<file path="src/rtl/riscv_pkg.sv">
// riscv_pkg: shared funct3 access codes, LSU state encoding and byte-lane masks.
package riscv_pkg;
   localparam logic [2:0] F3_B  = 3'b000;
   localparam logic [2:0] F3_H  = 3'b001;
   localparam logic [2:0] F3_W  = 3'b010;
   localparam logic [2:0] F3_BU = 3'b100;
   localparam logic [2:0] F3_HU = 3'b101;
   localparam logic [3:0] LANE_B = 4'b0001;
   localparam logic [3:0] LANE_H = 4'b0011;
   localparam logic [3:0] LANE_W = 4'b1111;
   typedef enum logic [1:0] {S_IDLE = 2'd0, S_REQ = 2'd1, S_DONE = 2'd2} lsu_state_e;
   // Unsupported size codes fall through to word, so anything not b/h is checked as a word.
   function automatic logic misaligned(input logic [2:0] f3, input logic [1:0] off);
      return (f3[1:0] == F3_H[1:0] && off[0]) ||
             (f3[1:0] != F3_B[1:0] && f3[1:0] != F3_H[1:0] && off != 2'b00);
   endfunction
endpackage

</file>
<file path="src/rtl/load_extend.sv">
// load_extend: lane selection with sign/zero extension for loads, plus store lane strobes/replication.
module load_extend
   import riscv_pkg::*;
(
   input  logic [31:0] i_rdata,
   input  logic [31:0] i_sdata,
   input  logic [1:0]  i_off,
   input  logic [2:0]  i_f3,
   output logic [31:0] o_load,
   output logic [3:0]  o_wstrb,
   output logic [31:0] o_wdata
);
   logic       w_is_b, w_is_h, w_uns;
   logic [7:0]  w_b;
   logic [15:0] w_h;
   always_comb begin
      w_is_b  = i_f3[1:0] == F3_B[1:0];
      w_is_h  = i_f3[1:0] == F3_H[1:0];
      w_uns   = i_f3 == F3_BU || i_f3 == F3_HU;
      w_b     = 8'(i_rdata >> {i_off, 3'b000});
      w_h     = 16'(i_rdata >> {i_off[1], 4'b0000});
      o_load  = w_is_b ? {{24{~w_uns & w_b[7]}}, w_b} :
                w_is_h ? {{16{~w_uns & w_h[15]}}, w_h} : i_rdata;
      o_wstrb = w_is_b ? LANE_B << i_off :
                w_is_h ? LANE_H << {i_off[1], 1'b0} : LANE_W;
      o_wdata = w_is_b ? {4{i_sdata[7:0]}} :
                w_is_h ? {2{i_sdata[15:0]}} : i_sdata;
   end
endmodule

</file>
<file path="src/rtl/load_store_unit.sv">
// load_store_unit: single outstanding load/store over a req/ready memory port with timeout abort.
// Optional MISALIGN_TRAP_EN: misaligned h/w accesses complete immediately with bus_err.
module load_store_unit
   import riscv_pkg::*;
#(
   parameter int unsigned TIMEOUT_CYCLES = 255
) (
   input  logic        clk,
   input  logic        rst,
   input  logic        MemRead,
   input  logic        MemWrite,
   input  logic [2:0]  funct3,
   input  logic [31:0] ALUResult,
   input  logic [31:0] ReadData2,
   output logic        mem_req,
   output logic        mem_we,
   output logic [31:0] mem_addr,
   output logic [3:0]  mem_wstrb,
   output logic [31:0] mem_wdata,
   input  logic        mem_ready,
   input  logic [31:0] mem_rdata,
   output logic [31:0] load_data,
   output logic        lsu_busy,
   output logic        lsu_done,
   output logic        bus_err
);
   lsu_state_e  r_state, w_next;
   logic [31:0] r_addr, r_sdata, r_load;
   logic [2:0]  r_f3;
   logic        r_we, r_err;
   logic [15:0] r_cnt;
   logic        w_start, w_mis, w_tmo;
   logic [31:0] w_ext, w_wdata;
   logic [3:0]  w_wstrb;

`ifdef MISALIGN_TRAP_EN
   assign w_mis = misaligned(funct3, ALUResult[1:0]);
`else
   assign w_mis = 1'b0;
`endif

   load_extend u_ext (
      .i_rdata(mem_rdata), .i_sdata(r_sdata), .i_off(r_addr[1:0]), .i_f3(r_f3),
      .o_load(w_ext), .o_wstrb(w_wstrb), .o_wdata(w_wdata)
   );

   always_comb begin
      w_start = MemRead | MemWrite;
      w_tmo   = r_cnt == 16'(TIMEOUT_CYCLES - 1);
      w_next  = r_state;
      case (r_state)
         S_IDLE:  w_next = w_start ? (w_mis ? S_DONE : S_REQ) : S_IDLE;
         S_REQ:   w_next = (mem_ready || w_tmo) ? S_DONE : S_REQ;
         default: w_next = S_IDLE;
      endcase
   end

   always_ff @(posedge clk) begin
      if (rst) begin
         r_state <= S_IDLE;
         r_addr  <= '0;
         r_sdata <= '0;
         r_f3    <= '0;
         r_we    <= 1'b0;
         r_cnt   <= '0;
         r_load  <= '0;
         r_err   <= 1'b0;
      end else begin
         r_state <= w_next;
         if (r_state == S_IDLE && w_start) begin
            r_addr  <= ALUResult;
            r_sdata <= ReadData2;
            r_f3    <= funct3;
            r_we    <= MemWrite;
            r_cnt   <= '0;
            r_load  <= '0;
            r_err   <= w_mis;
         end else if (r_state == S_REQ) begin
            // Ready is checked before the limit so a last-cycle ready still succeeds.
            if (mem_ready) begin
               r_load <= r_we ? 32'h0 : w_ext;
               r_err  <= 1'b0;
            end else if (w_tmo) begin
               r_load <= '0;
               r_err  <= 1'b1;
            end else
               r_cnt <= r_cnt + 16'd1;
         end
      end
   end

   assign mem_req   = r_state == S_REQ;
   assign mem_we    = r_we;
   assign mem_addr  = {r_addr[31:2], 2'b00};
   assign mem_wstrb = r_we ? w_wstrb : 4'b0000;
   assign mem_wdata = w_wdata;
   assign load_data = r_load;
   assign lsu_done  = r_state == S_DONE;
   assign bus_err   = lsu_done & r_err;
   assign lsu_busy  = (r_state == S_IDLE && w_start) || r_state == S_REQ;
endmodule

</file>
<file path="config.mk">
export PLATFORM = sky130hd
export DESIGN_NAME = load_store_unit
export DESIGN_NICKNAME = d
export VERILOG_FILES = /design/src/rtl/riscv_pkg.sv /design/src/rtl/load_extend.sv /design/src/rtl/load_store_unit.sv
export SDC_FILE = /design/constraint.sdc
export NUM_CORES = 1
export LEC_CHECK = 0
export CORE_ASPECT_RATIO = 2
export CORE_MARGIN = 3
export CORE_UTILIZATION = 35
export DETAILED_ROUTE_END_ITERATION = 10
export PLACE_DENSITY = 0.75
export SYNTH_ARGS = -nofsm -noshare
export SYNTH_HDL_FRONTEND = slang
export SYNTH_SLANG_ARGS = --single-unit
</file>
<file path="constraint.sdc">
create_clock -name clk -period 4.2 [get_ports clk]
set_clock_uncertainty 0.15 [all_clocks]
set_input_delay 0.84 -clock clk [delete_from_list [all_inputs] [get_ports clk]]
set_output_delay 0.84 -clock clk [all_outputs]
set_load 0.02 [all_outputs]
</file>
==> impl_metrics.json, run 1 <==
{
  "met3_usage_pct": 4.76,
  "clkPwrFrac_pct": 41.8,
  "cts_root_buf": "clkbuf_16",
  "max_freq_ghz": 0.278,
  "ir_drop_mv": 0.270,
  "synth-seq-cells": 119,
  "synth_compound_area_share_pct": 20.7,
  "synth_cell_type_count": 52,
  "cts_buffers": 17,
  "htree_levels": 4,
  "drt_wl_total_um": 17300,
  "combPwrFrac_pct": 21.7,
  "final_nets": 918,
  "grt_remaining_overflow": 0,
  "clk_pin_slew_worst_paths_ns": 0.05,
  "drtIter0Drc": 140,
  "synthSimpleGateAreaFrac_pct": 18.1,
  "setup-violations-final": 0,
  "critPathBufInv": 2,
  "ys_seq_area_share_pct": 42.4,
  "synthArstFlopShare_pct": 0,
  "wire_per_inst_um": 16.9,
  "num-fill-cells": 1488,
  "fin_ws_ns": 0.597,
  "via_count": 5344,
  "drc_errors": 0,
  "max_cap_viol_count": 0,
  "cp_slowest_cell": "clkdlybuf4s50_1",
  "timing.hold.ws_ns": 0.300,
  "p_int_mw": 2.53,
  "synth_cells": 660,
  "fp.coreArea_sq_um": 15500,
  "cts_tree": "yes",
  "dp_worst_setup_slack_ns": 0.602,
  "dr.pass1.iters": 4,
  "cts_hold_buf": 0,
  "grt_pass1_wl_um": 27200,
  "multi_input_area_sq_um": 2720,
  "grt_pass1_vias": 5229,
  "grt.total_usage_pct": 19.7,
  "layout-drive-gt1-share_pct": 9.34,
  "crit_path_frequent_cell": "clkdlybuf4s50_1",
  "p_sw_uw": 959,
  "io_pins": 209,
  "vias_per_cell": 5.22,
  "relSlewSlack_pct": 42.7,
  "grtUsageMet2_pct": 33.7,
  "synth-xor-area-share_pct": 0.312,
  "layout_common_cells": "clkdlybuf4s50_1, nand2_1, dfxtp_1",
  "row_count": 64,
  "outcome": "completed",
  "start_util_pct": 36.1,
  "crit_chain": "clkdlybuf4s50_1 > nor2_1 > o21ai_0 > clkdlybuf4s50_1",
  "grtUsageMet1_pct": 21.3,
  "finalHoldViolations": 0,
  "clock_latency_ns": 0.40,
  "end_kind": "output pin",
  "drtAntennaViolNets": 0,
  "die_h_um": 185,
  "area_delta_synth_final_pct": 45.3,
  "finalSetupTns_ns": 0,
  "critPathMaxStageDelay_ns": 0.70,
  "antenna_found_initial": 0,
  "tightest_slew_ns": 0.855,
  "required_ns": 3.21,
  "drv_slew": 0,
  "synth_top_family_by_area": "compound AO/OA/AOI/OAI gates",
  "fp.dieW_um": 95.6,
  "startpoint_type": "primary input",
  "p_seq_share_pct": 36.5,
  "critical_path_class": "in2out",
  "clockBufferDepth": 2,
  "dieArea_sq_um": 17700,
  "grt_setup_unrepaired": "false",
  "cts-resized-gates": 0,
  "path_delay_family": "buffers and inverters",
  "synth.cell_area_sq_um": 5610,
  "seqCellArea_sq_um": 2380,
  "p_sw_share_pct": 27.5,
  "period_share_pct": 85.8,
  "yosysWarnings": 0,
  "mostFrequentLayoutCell": "clkdlybuf4s50_1",
  "gp_congestion": 0.878,
  "crit_arrival_ns": 2.61,
  "cp_max_fo": 5,
  "synth_flop_cell": "dfxtp_1",
  "syn_area_per_cell_sq_um": 8.51,
  "p_leak_nw": 2.99,
  "grt_max_degree": 70,
  "port_buffers": 206,
  "synth_mux_area_share_pct": 8.20,
  "p_per_area_nw_per_um2": 428,
  "synth_edf_count": 0,
  "post-cts-setup-buffer-count": 0,
  "hpwl_um": 12400,
  "yosys.area_share.adder_pct": 0.446,
  "top_usage_layer": "met2",
  "clock_sinks": 119,
  "min_period_ns": 3.60,
  "hold_path_class": "reg2reg"
}
==> per-layer routing <==
| layer | wire [um] | vias to the layer above |
|---|---|---|
| met2 | 9150 | 194 |
| met4 | 763 | 0 |
| met1 | 6410 | 2487 |
| li1 | - | 2617 |
| met3 | 1010 | 46 |
| met5 | 0 | - |
==> tightest hold or removal path: cells and delay by family, from the launching register on <==
kind | cells | cell delay (ns)
and+or+nand+nor | 1 | 0.05
AOI/OAI and AO/OA | 1 | 0.05
DFF | 1 | 0.30
==> through the flow <==
stage                     total power, mW  util, %  instances  instance area [sq um]
final                                3.49     52.5       1023                   8160
after global routing                 3.65     52.5       1022                   8150
after CTS                            3.53     52.5       1022                   8150
after detailed placement             2.06     48.7        991                   7560
after global placement               2.05     48.7        991                   7560
after floorplan                      1.73        -        661                   5620
==> area by class of cell <==
cell class,instances,area share (%)
Multi-Input combinational cell,441,33.3
Sequential cell,119,29.2
Timing Repair Buffer,218,26.5
Clock buffer,22,5.69
Tap cell,198,3.04
Clock inverter,9,1.53
Inverter,15,0.690
Antenna cell,1,0.0307
==> cell families (layout without fill, tap and decap cells) <==
group | after synthesis | count (layout)
flops | 119 | 119
other cells | 1 | 3
xor+xnor | 2 | 2
buf+inv | 101 | 264
simple gates | 223 | 223
mux | 35 | 35
fa+ha+maj | 2 | 2
compound gates | 177 | 177
==> cells in the mapped netlist (9+ instances only) <==
master / instances / area (sq um)
a21oi_1: 80 / 400
a221o_1: 23 / 230
a22o_1: 9 / 78.8
buf_4: 40 / 300
clkbuf_1: 36 / 135
dfxtp_1: 119 / 2380
inv_1: 14 / 52.6
mux2_2: 18 / 203
mux2i_1: 10 / 100
nand2_1: 154 / 578
nor2_1: 13 / 48.8
nor3_1: 10 / 50.1
o21ai_0: 16 / 80.1
o22ai_1: 16 / 100
==> flip-flops by register name, indices dropped and copies added (netlist names) <==
signal / flops
load_data: 32
mem_we: 1
r_addr: 32
r_cnt: 16
r_err: 1
r_f3: 3
r_sdata: 32
r_state: 2
==> power by group through the flow <==
stage	clock network [mW]	logic (mW)	registers, mW
CTS	1.50	0.763	1.27
global placement	0	0.754	1.29
detailed placement	0	0.761	1.30
floorplan	0	0.441	1.29
finish	1.46	0.757	1.27
global route	1.54	0.817	1.28
==> path summary, 6_finish.rpt <==
| path | startpoint | slack (ns) | cells after the start | to |
|---|---|---|---|---|
| min | r_addr[26] | 0.30 | 2 | r_addr[26] |
| max reg2reg | r_cnt[11] | 1.50 | 5 | load_data[26] |
| min reg2reg | r_addr[26] | 0.30 | 2 | r_addr[26] |
| max | MemWrite | 0.60 | 4 | lsu_busy |
Power figures use the tool's default switching activity.
==> run 2: changes to the inputs <==
--- a/config.mk
+++ b/config.mk
@@ -6,7 +6,6 @@
 export NUM_CORES = 1
 export LEC_CHECK = 0
 export CORE_ASPECT_RATIO = 2
-export CORE_MARGIN = 3
 export CORE_UTILIZATION = 35
 export DETAILED_ROUTE_END_ITERATION = 10
 export PLACE_DENSITY = 0.75
==> run 2 against run 1 <==
  * Register-to-register slack hardly changed
  * Largest power group unchanged
  * Sequential share of layout area is 0.067 points lower
  * Worst hold slack better by 0.0011 ns
  * Via count is 0.26% lower
  * Global-route usage is 1.4 points higher
  * Critical path type unchanged
  * Wire length is 0.13% higher
  * Worst setup slack worse by 0.0017 ns
  * Clock power is 5% higher
  * Power is 2.4% higher
  * Non-clock buffer count is 2 lower
  * Flip-flop and latch count stayed put
==> impl_metrics.json, run 2 (synthesis results as in run 1) <==
{
  "layout_common_cells": "clkdlybuf4s50_1, nand2_1, dfxtp_1",
  "clkPwrFrac_pct": 43.2,
  "fp.dieW_um": 91.6,
  "timing.hold.ws_ns": 0.301,
  "min_period_ns": 3.60,
  "drtAntennaViolNets": 0,
  "required_ns": 3.21,
  "grt.total_usage_pct": 21.0,
  "end_kind": "output pin",
  "p_sw_share_pct": 27.1,
  "highest_layer": "met4",
  "port_buffers": 206,
  "finalHoldViolations": 0,
  "grt_max_degree": 68,
  "critical_path_class": "in2out",
  "cp_max_fo": 5,
  "max_freq_ghz": 0.277,
  "period_share_pct": 85.8,
  "post-cts-setup-buffer-count": 0,
  "cts_tree": "yes",
  "layout-drive-gt1-share_pct": 9.25,
  "finalSetupTns_ns": 0,
  "mostFrequentLayoutCell": "clkdlybuf4s50_1",
  "outcome": "completed",
  "startpoint_type": "primary input",
  "p_int_mw": 2.60,
  "drc_errors": 0,
  "wl_met1_um": 6360,
  "p_sw_uw": 970,
  "die_h_um": 181,
  "wl_met2_um": 9340,
  "fp.coreArea_sq_um": 15700,
  "p_seq_share_pct": 35.5,
  "grt_setup_unrepaired": "false",
  "gp_congestion": 0.835,
  "clk_pin_slew_worst_paths_ns": 0.05,
  "vias_per_cell": 5.21,
  "tightest_slew_ns": 1.12,
  "combPwrFrac_pct": 21.3,
  "hold_path_class": "reg2reg",
  "wire_per_inst_um": 17.0,
  "cts-resized-gates": 0,
  "io_pins": 209,
  "row_count": 65,
  "clockBufferDepth": 2,
  "grt_pass1_vias": 5140,
  "drt_wl_total_um": 17400,
  "cts_hold_buf": 0,
  "dp_worst_setup_slack_ns": 0.620,
  "wl_met3_um": 924,
  "grt_remaining_overflow": 0,
  "dieArea_sq_um": 16600,
  "antenna_found_initial": 0,
  "start_util_pct": 35.8,
  "final_nets": 916,
  "cts_root_buf": "clkbuf_16",
  "drtIter0Drc": 209,
  "htree_levels": 4,
  "max_cap_viol_count": 0,
  "fin_ws_ns": 0.596,
  "antennaDiodeCount": 0,
  "ir_drop_mv": 0.331,
  "via_count": 5330,
  "relSlewSlack_pct": 24.9,
  "clock_latency_ns": 0.42,
  "clock_sinks": 119,
  "crit_arrival_ns": 2.61,
  "hpwl_um": 12300,
  "grt_pass1_wl_um": 27000,
  "setup-violations-final": 0,
  "dr.pass1.iters": 5,
  "area_delta_synth_final_pct": 45.6,
  "p_per_area_nw_per_um2": 437,
  "drv_slew": 0,
  "p_leak_nw": 3.00,
  "cts_buffers": 17,
  "post-route-util_pct": 52.1,
  "total_power_mw": 3.57
}
[run 2: cell types whose count changed in the layout (fill, tap and decap cells not counted), sizes merged]
cell      delta
clkinvlp     -1
buf          -2
bufinv       +1
diode        -1
[run 2: metrics by stage]
stage	cell area, sq um	cells
2_1_floorplan	5620	661
3_3_place_gp	7550	992
3_5_place_dp	7550	992
4_1_cts	8180	1023
5_1_grt	8180	1023
6_report	8180	1023
[run 2: critical path: stages]
cell	delay, ns
clkdlybuf4s50_1	0.55
nor2_1	0.14
o21ai_0	0.38
clkdlybuf4s50_1	0.69
[run 2: routing by layer]
| layer | vias up | GRT usage [%] |
|---|---|---|
| li1 | 2604 | - |
| met1 | 2486 | 21.5 |
| met2 | 192 | 37.7 |
| met3 | 48 | 5.47 |
| met4 | 0 | 12.7 |
| met5 | - | 0 |
[run 2: final timing paths]
path	start	to	slack (ns)	cells past startpoint
worst max-delay path	MemWrite	lsu_busy	0.60	4
worst min-delay path	r_addr[5]	r_addr[5]	0.30	2
worst max register to register	r_cnt[11]	load_data[25]	1.51	5
worst min register to register	r_addr[5]	r_addr[5]	0.30	2
[run 2: cell type report]
cell class	instances	area (sq um)
fillers	1470	7520
multi-input cells	441	2720
flip-flops and latches	119	2380
repair buffers	216	2140
clock buffers	22	474
well taps	201	251
clock inverters	9	148
inverters	15	56.3
[run 2: power groups by stage]
stage,registers [mW],clock network [mW],logic [mW]
finish,1.27,1.54,0.762
global placement,1.29,0,0.758
floorplan,1.29,0,0.441
global route,1.28,1.63,0.813
CTS,1.27,1.58,0.768
detailed placement,1.29,0,0.765
==> run 3: changes to the inputs <==
--- a/config.mk
+++ b/config.mk
@@ -5,10 +5,13 @@
 export SDC_FILE = /design/constraint.sdc
 export NUM_CORES = 1
 export LEC_CHECK = 0
+export CELL_PAD_IN_SITES_DETAIL_PLACEMENT = 0
+export CELL_PAD_IN_SITES_GLOBAL_PLACEMENT = 1
 export CORE_ASPECT_RATIO = 2
 export CORE_UTILIZATION = 35
 export DETAILED_ROUTE_END_ITERATION = 10
-export PLACE_DENSITY = 0.75
+export PLACE_DENSITY = 0.95
+export SKIP_LAST_GASP = 1
 export SYNTH_ARGS = -nofsm -noshare
 export SYNTH_HDL_FRONTEND = slang
 export SYNTH_SLANG_ARGS = --single-unit
==> run 3 against run 2 <==
  * Clock-buffer cell count down 4
  * Worst setup slack worse by 0.014 ns
  * Global-route usage increased by 0.17 points
  * Clock power hardly changed
==> impl_metrics.json, run 3 (synthesis results as in run 1) <==
{
  "grt_max_degree": 63,
  "outcome": "completed",
  "total_power_mw": 3.60,
  "fp.coreArea_sq_um": 15700,
  "required_ns": 3.21,
  "htree_levels": 4,
  "instances_no_fill": 1027,
  "startpoint_type": "primary input",
  "final_nets": 919,
  "fp.dieW_um": 91.6,
  "cts_root_buf": "clkbuf_16",
  "drtAntennaViolNets": 0,
  "num-fill-cells": 1480,
  "layout_common_cells": "clkdlybuf4s50_1, nand2_1, dfxtp_1",
  "critical_path_class": "in2out",
  "dieArea_sq_um": 16600,
  "layout-drive-gt1-share_pct": 9.93,
  "period_share_pct": 86.1,
  "end_kind": "output pin",
  "antennaDiodeCount": 0,
  "r2r_slack_ns": 1.77,
  "max_cap_viol_count": 0,
  "gp_congestion": 0.885,
  "cts_hold_buf": 0,
  "ir_drop_mv": 0.302,
  "grt_pass1_wl_um": 27300,
  "drt_wl_total_um": 17200,
  "endpoint": "lsu_busy",
  "seqCellArea_sq_um": 2380,
  "io_pins": 209,
  "finalSetupTns_ns": 0,
  "drtIter0Drc": 230,
  "row_count": 65,
  "mostFrequentLayoutCell": "clkdlybuf4s50_1",
  "clock_sinks": 119,
  "antenna_found_initial": 0,
  "grt_pass1_vias": 5212,
  "hold_path_class": "reg2reg",
  "max_freq_ghz": 0.276,
  "worstSetupStartpoint": "MemWrite",
  "p_per_area_nw_per_um2": 438,
  "timing.hold.ws_ns": 0.302,
  "reg2reg_depth": 5,
  "drv_slew": 0,
  "multi_input_area_sq_um": 2720,
  "r2r_end": "load_data[10]",
  "min_period_ns": 3.62,
  "dp_cells": 995,
  "clock_latency_ns": 0.42,
  "dr.pass1.iters": 5,
  "port_buffers": 206,
  "cp_max_fo": 5,
  "post-cts-setup-buffer-count": 0,
  "via_count": 5374,
  "p_leak_nw": 3.00,
  "tightest_slew_ns": 0.744,
  "clk_pin_slew_worst_paths_ns": 0.06,
  "hpwl_um": 12300,
  "vias_per_cell": 5.23,
  "grt_remaining_overflow": 0,
  "relSlewSlack_pct": 50.2,
  "die_h_um": 181,
  "cts_buffers": 17,
  "clockBufferDepth": 2,
  "cts_tree": "yes",
  "area_delta_synth_final_pct": 46.1,
  "grt_setup_unrepaired": "false",
  "cts-resized-gates": 0,
  "drc_errors": 0,
  "start_util_pct": 35.8,
  "whs_path_depth": 2,
  "reg2reg_from": "r_state[0]",
  "wire_per_inst_um": 16.7,
  "setup-violations-final": 0,
  "grt.total_usage_pct": 21.2,
  "crit_arrival_ns": 2.63,
  "finalHoldViolations": 0
}
[run 3: layout make-up]
class	instances	area share, %
Multi-Input combinational cell	441	33.1
Sequential cell	119	29.1
Timing Repair Buffer	219	26.3
Clock buffer	18	5.35
Tap cell	201	3.07
Clock inverter	14	2.44
Inverter	15	0.686
[run 3: power breakdown]
group	internal, mW	switching, mW	leakage (nW)
Clock	1.01	0.559	0.291
Sequential	1.21	0.0638	0.974
Combinational	0.362	0.391	1.73
[run 3: worst max-delay path, stage by stage]
cell	delay [ns]
clkdlybuf4s50_1	0.55
nor2_1	0.14
o21ai_0	0.40
clkdlybuf4s50_1	0.70
[run 3: worst min-delay path by stage]
stage / startpoint / to
final: r_addr[8] / r_addr[8]
after global routing: r_addr[17] / r_addr[17]
after CTS: r_sdata[26] / r_sdata[26]
after detailed placement: r_sdata[26] / r_sdata[26]
after global placement: r_sdata[16] / r_sdata[16]
after floorplan: r_sdata[16] / r_sdata[16]
[run 3: stage by stage]
stage,util [%],setup slack (ns),cell area [sq um]
2_1_floorplan,-,1.60,5620
3_3_place_gp,48.2,0.642,7560
3_5_place_dp,48.2,0.584,7560
4_1_cts,52.3,0.565,8200
5_1_grt,52.3,0.470,8200
6_report,52.3,0.582,8200
[run 3: layer usage]
layer	part of all wire, %	global-route usage (%)
met1	37	22.7
met2	52	36.9
met3	5.7	5.30
met4	4.8	13.0
met5	0	0
